<file path="src/rtl/run_step_ctrl.sv">
// Execution controller for the single-cycle CPU: debounced run/step/stop buttons,
// breakpoint and halt-opcode detection, PC hold control and a retired-instruction counter.
module run_step_ctrl #(
    parameter int DB_CNT = 1000000,
    parameter int DB_W   = 20
) (
    input  logic        clk,
    input  logic        Reset,
    input  logic        btn_run,
    input  logic        btn_step,
    input  logic        btn_stop,
    input  logic        bp_en,
    input  logic [31:0] bp_addr,
    input  logic [31:0] pc_cur,
    input  logic        halt_insn,
    output logic        halt,
    output logic [2:0]  state,
    output logic [15:0] instr_count
);

    localparam logic [2:0] S_HALTED = 3'd0;
    localparam logic [2:0] S_RUN    = 3'd1;
    localparam logic [2:0] S_STEP   = 3'd2;
    localparam logic [2:0] S_BREAK  = 3'd3;
    localparam logic [2:0] S_DONE   = 3'd4;

    logic [2:0] btn_raw;
    wire  [2:0] press;

    assign btn_raw = {btn_stop, btn_step, btn_run};

    generate
        for (genvar gi = 0; gi < 3; gi++) begin : g_btn
            logic            sync1_q, sync1_d;
            logic            sync2_q, sync2_d;
            logic            db_q, db_d;
            logic            pulse_q, pulse_d;
            logic [DB_W-1:0] cnt_q, cnt_d;

            always_comb begin
                sync1_d = btn_raw[gi];
                sync2_d = sync1_q;
                cnt_d   = '0;
                db_d    = db_q;
                pulse_d = 1'b0;
                if (sync2_q != db_q) begin
                    if (cnt_q == DB_W'(DB_CNT - 1)) begin
                        db_d    = sync2_q;
                        pulse_d = sync2_q;
                    end else begin
                        cnt_d = cnt_q + DB_W'(1);
                    end
                end
            end

            always_ff @(posedge clk) begin
                if (Reset) begin
                    sync1_q <= 1'b0;
                    sync2_q <= 1'b0;
                    db_q    <= 1'b0;
                    pulse_q <= 1'b0;
                    cnt_q   <= '0;
                end else begin
                    sync1_q <= sync1_d;
                    sync2_q <= sync2_d;
                    db_q    <= db_d;
                    pulse_q <= pulse_d;
                    cnt_q   <= cnt_d;
                end
            end

            assign press[gi] = pulse_q;
        end
    endgenerate

    logic        run_p, step_p, stop_p;
    logic        bp_hit;
    logic        halt_c;
    logic [2:0]  state_q, state_d;
    logic        skip_q, skip_d;
    logic [15:0] instr_q, instr_d;

    assign run_p  = press[0];
    assign step_p = press[1];
    assign stop_p = press[2];

    // skip suppresses the breakpoint for the first RUN cycle so a resume can leave it
    assign bp_hit = bp_en && (pc_cur == bp_addr) && !skip_q;

    always_comb begin
        state_d = state_q;
        halt_c  = 1'b1;
        case (state_q)
            S_HALTED: begin
                if (run_p)       state_d = S_RUN;
                else if (step_p) state_d = S_STEP;
            end
            S_RUN: begin
                halt_c = halt_insn | bp_hit | stop_p;
                if (halt_insn)   state_d = S_DONE;
                else if (bp_hit) state_d = S_BREAK;
                else if (stop_p) state_d = S_HALTED;
            end
            S_STEP: begin
                halt_c  = halt_insn;
                state_d = halt_insn ? S_DONE : S_HALTED;
            end
            S_BREAK: begin
                if (run_p)       state_d = S_RUN;
                else if (step_p) state_d = S_STEP;
                else if (stop_p) state_d = S_HALTED;
            end
            S_DONE:  state_d = S_DONE;
            default: state_d = S_HALTED;
        endcase

        skip_d = skip_q;
        if (state_d == S_RUN && state_q != S_RUN) skip_d = 1'b1;
        else if (state_q == S_RUN)                skip_d = 1'b0;

        instr_d = halt_c ? instr_q : instr_q + 16'd1;
    end

    always_ff @(posedge clk) begin
        if (Reset) begin
            state_q <= S_HALTED;
            skip_q  <= 1'b0;
            instr_q <= '0;
        end else begin
            state_q <= state_d;
            skip_q  <= skip_d;
            instr_q <= instr_d;
        end
    end

    assign halt        = halt_c;
    assign state       = state_q;
    assign instr_count = instr_q;

endmodule

</file>
<file path="config.mk">
export PLATFORM = sky130hd
export DESIGN_NAME = run_step_ctrl
export DESIGN_NICKNAME = d
export VERILOG_FILES = /design/src/rtl/run_step_ctrl.sv
export SDC_FILE = /design/constraint.sdc
export NUM_CORES = 1
export LEC_CHECK = 0
export ABC_AREA = 1
export BUFFER_PORTS_ARGS = -buffer_cell sky130_fd_sc_hd__buf_4
export CAP_MARGIN = 40
export CORE_MARGIN = 2
export CORE_UTILIZATION = 55
export CTS_CLUSTER_SIZE = 12
export DETAILED_ROUTE_END_ITERATION = 10
export GPL_TIMING_DRIVEN = 0
export HOLD_SLACK_MARGIN = 0.12
export MAX_ROUTING_LAYER = met4
export PLACE_DENSITY = 0.79
export SYNTH_ARGS = -nofsm -noshare
export SYNTH_HDL_FRONTEND = slang
export SYNTH_SLANG_ARGS = --single-unit
</file>
<file path="constraint.sdc">
create_clock -name clk -period 3.93 [get_ports clk]
set_clock_uncertainty 0.2 [all_clocks]
set_input_delay 0.393 -clock clk [delete_from_list [all_inputs] [get_ports clk]]
set_output_delay 0.393 -clock clk [all_outputs]
set_load 0.02 [all_outputs]
</file>
; ---- Yosys cells after proc, flatten, opt, wreduce, memory -nomap -nowiden
; Cells that the tools add are included.
[op_classes]
n_mux = 12
add_sub_neg = 4
eq_ne = 13
reduce_logical = 15
n_bitwise = 8
[ops]
columns = op, count
row1 = "adder 20 x 1 -> 20 bit, second input constant", 3
row2 = "equality test 20 bit, second input constant", 3
row3 = equality test 32 bit, 1
row4 = two-way mux 3 bit, 8
row5 = OR reduction 3 bit, 6
row6 = "adder 16 x 1 -> 16 bit, second input constant", 1
row7 = one-hot mux 3 bit (5 select lines), 1
row8 = "equality test 3 x 1 -> 1 bit, second input constant", 2
row9 = "equality test 3 x 2 -> 1 bit, second input constant", 2
row10 = inverter 1 bit, 6
row11 = AND reduction 2 bit, 3
row12 = "equality test 3 bit, second input constant", 1
row13 = logical AND 1 bit, 3
row14 = logical NOT 3 bit, 1
row15 = != test 1 bit, 3
row16 = "!= test 3 x 1 -> 1 bit, second input constant", 1
row17 = two-way mux 1 bit, 2
row18 = bitwise OR 1 bit, 2
row19 = one-hot mux 1 bit (2 select lines), 1
row20 = nonzero test 2 bit, 1
row21 = logical NOT 1 bit, 1
[totals]
output_inout_bits = 20
regBits = 92
elab_cells = 70

; ---- Longest topological paths before layout
[depth]
depth_word = 9
depth_mapped = 15

; ---- Worst setup path after synthesis
; Ideal clock, no wire load.
[synth_path]
kind = reg-to-output
start = reg state_q[1], in the netlist state[1]
end = out halt
n_path_buf = 1
path_slack_ps = 1934
arrival_ps = 1403
path_stages_with_launch = 8
cell_sequence = dfxtp_1 -> inv_1 -> nor3_1 -> inv_1 -> nor2_1 -> clkinv_1 -> nand2_2 -> buf_6
[synth_between]
elab_chain_cells = 2
elab_cells_between_ends = 3
cone_classes = eq/ne: 2 / mux: 1
[synth_rtl]
columns = element, line
row1 = from (decl), 79  ; logic [2:0] state_q, state_d;
row2 = from (signal assigned), 130  ; state_q <= state_d;
row3 = equality test 3 x 2 -> 1 bit or equality test 3 x 1 -> 1 bit (tied branches), 93  ; case (state_q)
row4 = one-hot mux 1 bit (2 select lines) (*), 93
row5 = to (decl), 16  ; output logic halt,
; Every way passes the cells marked *; elsewhere a longest branch is shown, timed or not.

; ---- Final worst setup path
; Same ends and word-level chain as after synthesis.

==> results.md <==
- Max-cap violations: 0
- Synth Flop Type: dfxtp_1
- Switch share: 0.2312
- # H-tree levels: 3
- Vias: 4927
- Synth async-reset ratio: 0
- Fill count: 755
- Core Region: 0.008721 mm^2
- Setup WS post-layout: 1.271 ns
- Sequential element share of the synthesized area: 0.3728
- Ratio of cells with drive above 1 in the final layout: 0.1560
- Area Growth Syn to Fin: 21.09%
- Worst Setup EP: halt
- Seq pwr share: 0.545
- Pwr dens: 287.3 mW/mm^2
- Placer Congestion: 0.8987
- Top cells by area, synth: dfxtp_1, nand2_1, inv_1
- Drt total wl: 11010 um
- DRT Pass-1 Iters: 4
- Die area: 0.009757 mm^2
- Ant diodes: 0
- Yosys cell types: 33
- Initial antenna violation count: 0
- Setup TNS: 0 ns
- Startpoint types: register
- Worst setup path class: reg2out
- Ys Warns: 0
- Status: complete, no violations
- Fmax: 0.3760 GHz
- Multi-input gate area: 0.002522 mm^2
- Num rows: 34
- Routed Antenna Nets: 0
- Clk buf depth: 2
- Clk sinks: 92
- Count of final setup violators: 0
- Total GRT Usage: 0.2408
- FF+latch area: 0.001842 mm^2
- Worst r2r dst: g_btn[0].cnt_q[16]
- R2R depth: 8
- Gate power share: 0.076
- FF-to-FF Start: g_btn[0].cnt_q[16]
- Post-synth EDFFs: 0
- Initial Util: 0.5666
- Die X: 98.78 um
- Cts bufs inserted: 9
- Yosys top cell by area: dfxtp_1
- Starting DRT DRC Count: 185
- Slew HR: 0.6566
- Worst min-delay path category: reg2reg
- Worst setup path startpoint: state[1]
- Fin crit share: 0.6767
- Clock Power Share: 0.378
- Nets: 929
- Synth Area per Inst: 6.588 um^2
- Synth top area share: 0.3728
- Static leakage: 2.483 nW
- TritonCTS clock tree: built
- Cells resized by post-CTS repair: 0
- Worst-path clk slew: 0.08 ns
- Dpl ws: 1.446 ns
- Drc violations: 0
- Remaining global-route overflow: 0
- Top-count cell post-synth: nand2_1
- Via density: 5.095
- Seq cells post-synth: 92
- Critical path peak fanout: 10
- Final hold violations: 0
- Root buf cell: clkbuf_8
- Commonest cells in the netlist: nand2_1, inv_1, dfxtp_1
- I/O Buffers: 90
- First-pass GRT wire length: 19280 um
- Post-DP HPWL: 8475 um
- Unrepaired setup endpoints after global routing: false
- Worst-Skew Late Latency: 0.37 ns
- Largest net degree at the start of global routing: 16
- Vias in the first global route: 4735
- DIE HEIGHT: 98.78 um
- IO Count: 91
- Sw power: 397.5 uW
- Max rail drop VDD: 229.0 uV
- Critical path arrival: 2.07 ns
- Post-layout min period: 2.659 ns
- Synth Cell Area: 0.004941 mm^2
- Tightest Pin Transition: 0.5112 ns
- Slew Viols, Final: 0
- Average wire per standard cell: 11.39 um
- Worst reg2reg setup slack: 1.75 ns
- Critical Path RT: 3.34 ns
- Int Pwr: 1.321 mW
- Post-synth net total: 825
- Synth Instances: 750
- Worst setup EP type: output pin
[logic make-up (layout without fill, tap and decap cells)]
| kind of cell | Yosys count | in the layout | synth area share |
|---|---|---|---|
| AOI/OAI and AO/OA | 65 | 65 | 0.07090 |
| xor gates and xnor gates | 37 | 37 | 0.06559 |
| adders and majority gates | 4 | 4 | 0.01013 |
| buffers and inverters | 150 | 259 | 0.1167 |
| DFF | 92 | 92 | 0.3728 |
| and+or+nand+nor | 402 | 402 | 0.3639 |
[metal layers]
layer | up-vias | wire (um) | part of all wire | GRT usage
li1 | 2559 | - | - | -
met1 | 2227 | 4793 | 0.44 | 0.2731
met2 | 124 | 5470 | 0.50 | 0.4262
met3 | 17 | 559 | 0.051 | 0.03262
met4 | 0 | 187 | 0.017 | 0.09800
met5 | - | 0 | 0 | -
[state kept, by name (all words and copies together) (netlist names)]
signal,cells
instr_count,16
g_btn.cnt_q,60
g_btn.sync1_q,3
state,3
g_btn.pulse_q,3
g_btn.db_q,3
skip_q,1
g_btn.sync2_q,3
[power groups by stage]
stage	sequential, mW	combinational (mW)	clock [mW]
2_1_floorplan	0.959	0.0566	0
5_1_grt	0.938	0.149	0.697
3_5_place_dp	0.959	0.129	0
3_3_place_gp	0.959	0.125	0
6_report	0.937	0.131	0.650
4_1_cts	0.937	0.132	0.661
[worst max-delay path, stage by stage (launching register included)]
cell and delay, ns:
dfxtp_1 0.41, inv_1 0.09, nor3_1 0.13, inv_1 0.09
nor2_1 0.17, clkinv_1 0.26, nand2_2 0.24, buf_6 0.17
buf_4 0.15
[per-stage QoR]
step / total power [mW] / instance area (um^2) / std cells / utilization / hold WS, ns
CTS: 1.730 / 5983 / 967 / 0.6861 / 0.1883
global placement: 1.084 / 5752 / 948 / 0.6595 / 0.1920
finish: 1.719 / 5983 / 967 / 0.6861 / 0.2062
global route: 1.784 / 5983 / 967 / 0.6861 / 0.2266
detailed placement: 1.089 / 5752 / 948 / 0.6595 / 0.1954
floorplan: 1.015 / 4941 / 750 / - / 0.1883
[what timing repair did]
action / CTS / global route
hold buffers: 3 / 0
setup buffers: 0 / 0
endpoints found under the hold margin: 3 / 0
[worst min-delay path by stage]
stage | slack (ns) | cells past startpoint | to | startpoint
after CTS | 0.19 | 5 | state[2] | halt_insn
after detailed placement | 0.20 | 2 | g_btn[1].sync2_q | g_btn[1].sync1_q
after global routing | 0.23 | 2 | g_btn[1].sync2_q | g_btn[1].sync1_q
final | 0.21 | 2 | g_btn[1].sync2_q | g_btn[1].sync1_q
after global placement | 0.19 | 2 | g_btn[1].sync2_q | g_btn[1].sync1_q
after floorplan | 0.19 | 2 | g_btn[0].sync2_q | g_btn[0].sync1_q
[area by class of cell]
type | count | share of cell area
buffer | 11 | 0.009201
clock buffer | 11 | 0.02363
clock inverter | 5 | 0.01004
inverter | 139 | 0.08720
multi-input combinational | 508 | 0.4216
sequential | 92 | 0.3078
tap | 108 | 0.02258
timing repair buffer | 93 | 0.1179
[cell usage in the layout, fill, tap and decap left out, types with 4 or more instances in the layout]
cell / instances
nor2_1: 87
ha_1: 4
nor3b_1: 10
nor4_1: 8
nor2_2: 8
dfxtp_1: 92
nand3_1: 49
nand2_2: 4
nand2_1: 176
nor3_1: 27
buf_2: 5
nand4_1: 19
clkbuf_8: 10
buf_4: 90
xnor2_1: 13
a21oi_1: 43
inv_1: 137
xor2_1: 24
o21ai_0: 11
clkbuf_1: 6
(Power assumes the default switching activity.)
